[src/rtl/prog_loader_if.sv]
// prog_loader_if
//   Bundles the loader's serial input, the CPU fetch port and the status
//   outputs so the loader and whatever drives it share one connection.
//
//   rxd        UART receive line, idle high
//   addr       instruction fetch address from the CPU program counter
//   dout       instruction at addr, combinational read of the program RAM
//   cpu_reset  active-low reset to the CPU core (0 = CPU held)
//   loading    high while a frame is being received
//   err        sticky error flag
//
//   master : the environment side (drives rxd/addr, observes the rest)
//   slave  : the prog_loader side
interface prog_loader_if;
  logic       rxd;
  logic [3:0] addr;
  logic [7:0] dout;
  logic       cpu_reset;
  logic       loading;
  logic       err;

  modport master (
    output rxd,
    output addr,
    input  dout,
    input  cpu_reset,
    input  loading,
    input  err
  );

  modport slave (
    input  rxd,
    input  addr,
    output dout,
    output cpu_reset,
    output loading,
    output err
  );
endinterface

[src/rtl/prog_loader.sv]
// prog_loader
//   Program-load stage in front of the 4-bit CPU core. A UART receiver
//   collects a frame (header, 16 program bytes, checksum) into a 16x8
//   program RAM. The CPU is held in reset until a checksum-valid frame has
//   been stored. The CPU fetches from the RAM through an asynchronous read.
//
//   Parameters
//     CLKS_PER_BIT  clk cycles per UART bit (>= 4)
//     HDR_BYTE      frame header byte
//
//   Ports
//     clk    system clock, rising edge
//     reset  asynchronous, active-low reset
//     bus    prog_loader_if.slave: rxd, addr in; dout, cpu_reset,
//            loading, err out
module prog_loader #(
  parameter int          CLKS_PER_BIT = 434,
  parameter logic [7:0]  HDR_BYTE     = 8'hA5
) (
  input  logic          clk,
  input  logic          reset,
  prog_loader_if.slave  bus
);

  localparam int CNT_W = $clog2(CLKS_PER_BIT);
  localparam logic [CNT_W-1:0] CNT_LAST = CNT_W'(CLKS_PER_BIT - 1);
  localparam logic [CNT_W-1:0] CNT_HALF = CNT_W'(CLKS_PER_BIT / 2 - 1);

  typedef enum logic [1:0] {RX_IDLE, RX_START, RX_DATA, RX_STOP} rx_state_t;
  typedef enum logic [1:0] {WAIT_HDR, LOAD, CHECK, RUN} ld_state_t;

  // ---------------------------------------------------------------------
  // rxd synchroniser; rxd_prev gives the falling-edge detector its history.
  // All three reset to the idle level so reset never fakes a start edge.
  // ---------------------------------------------------------------------
  logic rxd_meta, rxd_sync, rxd_prev;

  always_ff @(posedge clk or negedge reset) begin
    if (!reset) begin
      rxd_meta <= 1'b1;
      rxd_sync <= 1'b1;
      rxd_prev <= 1'b1;
    end else begin
      rxd_meta <= bus.rxd;
      rxd_sync <= rxd_meta;
      rxd_prev <= rxd_sync;
    end
  end

  // ---------------------------------------------------------------------
  // UART receiver
  // ---------------------------------------------------------------------
  rx_state_t        rx_state, rx_state_n;
  logic [CNT_W-1:0] rx_cnt, rx_cnt_n;
  logic [2:0]       rx_bit, rx_bit_n;
  logic [7:0]       rx_shift, rx_shift_n;
  logic             rx_valid, rx_valid_n;
  logic             frame_err, frame_err_n;

  always_ff @(posedge clk or negedge reset) begin
    if (!reset) begin
      rx_state  <= RX_IDLE;
      rx_cnt    <= '0;
      rx_bit    <= '0;
      rx_shift  <= '0;
      rx_valid  <= 1'b0;
      frame_err <= 1'b0;
    end else begin
      rx_state  <= rx_state_n;
      rx_cnt    <= rx_cnt_n;
      rx_bit    <= rx_bit_n;
      rx_shift  <= rx_shift_n;
      rx_valid  <= rx_valid_n;
      frame_err <= frame_err_n;
    end
  end

  // The start bit is re-checked CNT_HALF+1 cycles after the edge, which
  // lands at mid-bit; every later sample is one full bit period on, so all
  // data and stop samples also fall at mid-bit. rx_shift holds the byte
  // steady while rx_valid is high because idle never shifts.
  always_comb begin
    rx_state_n  = rx_state;
    rx_cnt_n    = rx_cnt + 1'b1;
    rx_bit_n    = rx_bit;
    rx_shift_n  = rx_shift;
    rx_valid_n  = 1'b0;
    frame_err_n = 1'b0;
    unique case (rx_state)
      RX_IDLE: begin
        rx_cnt_n = '0;
        if (rxd_prev && !rxd_sync) rx_state_n = RX_START;
      end
      RX_START: begin
        if (rx_cnt == CNT_HALF) begin
          rx_cnt_n = '0;
          rx_bit_n = '0;
          rx_state_n = rxd_sync ? RX_IDLE : RX_DATA;
        end
      end
      RX_DATA: begin
        if (rx_cnt == CNT_LAST) begin
          rx_cnt_n   = '0;
          rx_shift_n = {rxd_sync, rx_shift[7:1]};
          if (rx_bit == 3'd7) rx_state_n = RX_STOP;
          else                rx_bit_n   = rx_bit + 3'd1;
        end
      end
      RX_STOP: begin
        if (rx_cnt == CNT_LAST) begin
          rx_cnt_n    = '0;
          rx_state_n  = RX_IDLE;
          rx_valid_n  = rxd_sync;
          frame_err_n = !rxd_sync;
        end
      end
      default: rx_state_n = RX_IDLE;
    endcase
  end

  // ---------------------------------------------------------------------
  // Frame loader FSM
  // ---------------------------------------------------------------------
  ld_state_t  state, state_n;
  logic [3:0] index, index_n;
  logic [7:0] sum, sum_n;
  logic       err_q, err_n;
  logic       mem_we;
  logic       hdr_seen;

  assign hdr_seen = rx_valid && (rx_shift == HDR_BYTE);

  always_ff @(posedge clk or negedge reset) begin
    if (!reset) begin
      state <= WAIT_HDR;
      index <= '0;
      sum   <= '0;
      err_q <= 1'b0;
    end else begin
      state <= state_n;
      index <= index_n;
      sum   <= sum_n;
      err_q <= err_n;
    end
  end

  always_comb begin
    state_n = state;
    index_n = index;
    sum_n   = sum;
    err_n   = err_q;
    mem_we  = 1'b0;
    unique case (state)
      WAIT_HDR, RUN: begin
        if (hdr_seen) begin
          state_n = LOAD;
          index_n = '0;
          sum_n   = '0;
          err_n   = 1'b0;
        end
      end
      LOAD: begin
        if (frame_err) begin
          state_n = WAIT_HDR;
          err_n   = 1'b1;
        end else if (rx_valid) begin
          mem_we  = 1'b1;
          sum_n   = sum + rx_shift;
          index_n = index + 4'd1;
          if (index == 4'd15) state_n = CHECK;
        end
      end
      CHECK: begin
        if (frame_err) begin
          state_n = WAIT_HDR;
          err_n   = 1'b1;
        end else if (rx_valid) begin
          if (rx_shift == sum) begin
            state_n = RUN;
          end else begin
            state_n = WAIT_HDR;
            err_n   = 1'b1;
          end
        end
      end
      default: state_n = WAIT_HDR;
    endcase
  end

  // WAIT_HDR is only ever entered from reset or an aborted frame, so the
  // CPU is released purely by being in RUN. A new header seen in RUN
  // drops cpu_reset combinationally in the same cycle.
  assign bus.cpu_reset = (state == RUN) && !hdr_seen;
  assign bus.loading   = (state == LOAD) || (state == CHECK);
  assign bus.err       = err_q;

  // ---------------------------------------------------------------------
  // Program RAM: no reset, so an aborted or reset frame keeps what it
  // already wrote. Power-up contents are zero.
  // ---------------------------------------------------------------------
  logic [7:0] mem [16] = '{default: 8'h00};

  always_ff @(posedge clk) begin
    if (mem_we) mem[index] <= rx_shift;
  end

  assign bus.dout = mem[bus.addr];

endmodule

[src/flat_wrapper.sv]
// flat-port wrapper written by rule: the top's interface ports become plain ports
module prog_loader_flat 
#(
  parameter int          CLKS_PER_BIT = 434,
  parameter logic [7:0]  HDR_BYTE     = 8'hA5
)
  (clk, reset, bus_rxd, bus_addr, bus_dout, bus_cpu_reset, bus_loading, bus_err);
  prog_loader_if bus_i ();
  input  logic clk;
  input  logic reset;
  input wire logic [$bits(bus_i.rxd)-1:0] bus_rxd;
  input wire logic [$bits(bus_i.addr)-1:0] bus_addr;
  output wire logic [$bits(bus_i.dout)-1:0] bus_dout;
  output wire logic [$bits(bus_i.cpu_reset)-1:0] bus_cpu_reset;
  output wire logic [$bits(bus_i.loading)-1:0] bus_loading;
  output wire logic [$bits(bus_i.err)-1:0] bus_err;
  assign bus_i.rxd = bus_rxd;
  assign bus_i.addr = bus_addr;
  assign bus_dout = bus_i.dout;
  assign bus_cpu_reset = bus_i.cpu_reset;
  assign bus_loading = bus_i.loading;
  assign bus_err = bus_i.err;
  prog_loader #(.CLKS_PER_BIT(CLKS_PER_BIT), .HDR_BYTE(HDR_BYTE)) u_core (.clk(clk), .reset(reset), .bus(bus_i));
endmodule
[config.mk]
export PLATFORM = sky130hd
export DESIGN_NAME = prog_loader_flat
export DESIGN_NICKNAME = d
export VERILOG_FILES = /design/src/rtl/prog_loader_if.sv /design/src/rtl/prog_loader.sv /design/src/flat_wrapper.sv
export SDC_FILE = /design/constraint.sdc
export NUM_CORES = 1
export LEC_CHECK = 0
export ABC_AREA = 0
export CAP_MARGIN = 5
export CELL_PAD_IN_SITES_DETAIL_PLACEMENT = 1
export CELL_PAD_IN_SITES_GLOBAL_PLACEMENT = 1
export CORE_MARGIN = 8
export CORE_UTILIZATION = 57
export DETAILED_ROUTE_END_ITERATION = 10
export GPL_ROUTABILITY_DRIVEN = 0
export MAX_ROUTING_LAYER = met4
export PLACE_DENSITY = 0.92
export SYNTH_ARGS = -nofsm -noshare
export SYNTH_HDL_FRONTEND = slang
export SYNTH_SLANG_ARGS = --single-unit
export TNS_END_PERCENT = 20
[constraint.sdc]
create_clock -name clk -period 5.8 [get_ports clk]
set_input_delay 0.58 -clock clk [delete_from_list [all_inputs] [get_ports clk]]
set_output_delay 0.58 -clock clk [all_outputs]
set_load 0.05 [all_outputs]
==> impl_summary.txt <==
----------------------------------------------------
[Route]
  Router iterations before antenna repair ... 4
  Vias post-DR ... 3,802
  Iter 0 DRT Violations ... 280
  Number of routed nets with antenna violations ... 0
  Post-detailed-route wirelength per cell ... 25.9 microns
  Detailed-route wire length ... 16,200 microns
  Number of remaining DRC errors ... 0
  Vias per cell ... 6.07

[Yosys]
  Synthesized instance count ... 418
  Most frequently used flop master after synthesis ... edfxtp_1
  Yosys reg bits ... 170
  Post-synth EDFFs ... ~130
  Syn_area_per_cell ... 17.3 sq um
  Fraction of the yosys area taken by sequential cells ... 67.6%
  Post-Synthesis Net Count ... 445
  Post-synthesis instance area ... 7250 sq um
  Async set-reset flop share out of synthesis ... 24.7%
  Ys Warns ... 0
  Number of unique standard cell types used by synthesis ... 52

[STA]
  Fin crit period ... 3.86 ns
  Worst clock skew ... 0.00921 ns
  Number of setup violations in the final report ... 0
  Max Transition Viols Final ... 0
  Maximum operating frequency ... about 0.26 GHz
  Worst Max-Slew Pin Slew ... between 1 and 1.5 ns
  Max transition margin ... 28.5%
  Hold violation count in the final report ... 0
  Share of the clock period used by the worst path ... 66.5%
  Unrepaired setup endpoints after global routing ... false
  Setup TNS ... 0 ns

[Critical path]
  Critical path data required time ... 5.22 ns
  Kind of capture point of the worst setup path ... output port
  Arrival time reported for the critical path endpoint ... 3.28 ns
  Critical Path Fanout Max ... 32
  Startpoint type of the worst setup path ... primary input
  Worst setup path category ... primary input to output port

[Layout]
  Layout cell share with drive strength beyond 1 ... around a fifth
  Post-layout util ... 65.4%
  Area Overhead vs Synth ... 12.9%
  Number of inserted filler cells in the final layout ... 1,125
  Number of antenna repair diodes ... 0
  Final #Nets ... ~470

[Pwr]
  Power density over the cells ... 317 nW/um^2
  Leakage power ... 2.66 nW
  Worst voltage drop across the vdd grid ... about 0.22 mV

[Floorplanning]
  Width of the die ... 129 microns
  Initial Util ... 57.9%
  Placement Rows ... 41
  Die Y-Extent ... 129 microns
  Boundary pin count ... 18
  Total core area ... around 13,000 sq um
  Die Outline Area ... 16,600 sq um

[Clock network]
  Post-cts gate resize count ... 0
  CTS Sinks ... 170
  Root Driver ... clkbuf_16
  Clock buffer depth ... 2
  Clock transition at path regs ... 0.06 ns
  TritonCTS clock tree ... built
  Setup repair bufs after CTS ... 0
  H-tree lvl count ... 4
  TritonCTS buffer count ... 17
  Clk Latency, worst-skew pair ... between 0.4 and 0.5 ns
  Count of hold-fix buffers inserted at cts ... 0

[Placement]
  IO buf count ... 17
  Half-perimeter wire length after detailed placement ... 10,100 microns

[Run status]
  Outcome ... finished, final reports clean

[Global routing]
  Vias in the first global route ... roughly 4,000
  Total routing usage reported by global routing ... around 22%
  Total grt overflow ... 0
  Antenna violations before repair ... 0
  Global-route wire length before repair ... 25,300 microns
  Maximum number of pins on one net before global-route repair ... 43

[Worst hold path]
  Hold Crit Class ... primary input to async pin

[Job]
  # Max-Cap Violations ... 0

----------------------------------------------------
## cell type report
type / instances / area [sq um] / area share (%)
clock inverter: 11 / 169 / 2.06
clock buffer: 21 / 450 / 5.50
inverter: 10 / 37.5 / 0.459
multi-input combinational: 224 / 2250 / 27.5
timing repair buffer: 18 / 168 / 2.05
sequential: 170 / 4900 / 59.8
tap: 172 / 215 / 2.63
## cells in the mapped netlist (8+ instances only)
| library cell | instances | area (sq um) |
|---|---|---|
| mux4_2 | 40 | 901 |
| and2_1 | 18 | 113 |
| ha_1 | 19 | 238 |
| edfxtp_1 | 128 | 3840 |
| nand2_1 | 22 | 82.6 |
| mux2_2 | 10 | 113 |
| xor2_1 | 8 | 70.1 |
| inv_1 | 10 | 37.5 |
| nand3_1 | 8 | 40.0 |
| nor2_1 | 17 | 63.8 |
| dfrtp_1 | 39 | 976 |
| o21ai_0 | 15 | 75.1 |
## report_power, final
| part | internal [mW] | leakage [nW] | switching (mW) |
|---|---|---|---|
| Clock | 0.732 | 0.290 | 0.451 |
| Sequential | 1.31 | 1.45 | 0.0224 |
| Combinational | 0.0316 | 0.920 | 0.0481 |
## cell usage in the layout, fill, tap and decap left out, drive strengths merged, types with 5 or more instances in the layout
| cell type | Yosys | layout |
|---|---|---|
| clkbuf | 5 | 21 |
| nor2 | 17 | 17 |
| inv | 10 | 11 |
| mux4 | 40 | 40 |
| dfrtp | 39 | 39 |
| nand2 | 22 | 22 |
| nand3 | 8 | 8 |
| mux2 | 12 | 12 |
| clkdlybuf4s50 | 0 | 15 |
| xnor2 | 5 | 5 |
| a21oi | 7 | 7 |
| ha | 19 | 19 |
| edfxtp | 128 | 128 |
| nor3b | 5 | 5 |
| and2 | 18 | 18 |
| xor2 | 8 | 8 |
| o21ai | 15 | 15 |
| nor3 | 5 | 5 |
## layer usage
layer | share of wire [%] | GRT usage, % | up-vias
li1 | - | - | 1679
met1 | 41 | 26.3 | 1986
met2 | 52 | 36.5 | 115
met3 | 5.1 | 5.34 | 22
met4 | 1.6 | 5.60 | 0
met5 | 0 | - | -
## sequential cells by signal (all words and copies together) (netlist names), named ones only
signal	cells
u_core.rx_cnt	9
u_core.rx_shift	8
u_core.bus.err	1
u_core.rxd_meta	1
u_core.rx_state	1
u_core.frame_err	1
u_core.index	4
u_core.rxd_prev	1
u_core.rx_valid	1
u_core.rx_bit	3
u_core.mem	128
u_core.sum	8
u_core.rxd_sync	1
u_core.state	2
## path summary, 6_finish.rpt
path | start | to | slack, ns | cells after the start
setup reg to reg | u_core.state[1] | u_core.mem[3][0] | 3.26 | 6
max in group asynchronous | reset | u_core.index[3] | 4.89 | 1
hold reg to reg | u_core.rxd_meta | u_core.rxd_sync | 0.36 | 0
min in group clk | u_core.rxd_meta | u_core.rxd_sync | 0.36 | 0
setup / recovery | bus_addr[0] | bus_dout[7] | 1.94 | 4
hold / removal | reset | u_core.rx_cnt[8] | 0.31 | 1
## kinds of logic after synthesis
logic type,after synthesis,share of synthesized area [%]
AO/OA/AOI/OAI,42,3.73
adder cells (fa/ha/maj),20,3.56
XOR/XNOR,13,1.57
buffers and inverters,24,1.42
AND/OR/NAND/NOR,97,7.85
multiplexers,52,14.3
flip-flops,170,67.6
## stage by stage
stage                     worst slack, ns  total power [mW]  hold WS [ns]  std cells  area [sq um]
after global placement               1.92              1.43         0.346        594          7570
after floorplan                      2.97              1.41         0.284        418          7250
final                                1.94              2.59         0.313        626          8190
after CTS                            1.89              2.61         0.324        626          8190
after global routing                 1.75              2.66         0.357        626          8190
after detailed placement             1.90              1.43         0.347        594          7570
## worst max-delay path, cell delays in order
cell and delay [ns]:
buf_2 0.79, mux4_2 0.66, mux4_2 0.48, clkdlybuf4s50_1 0.74
(Power assumes the default switching activity.)
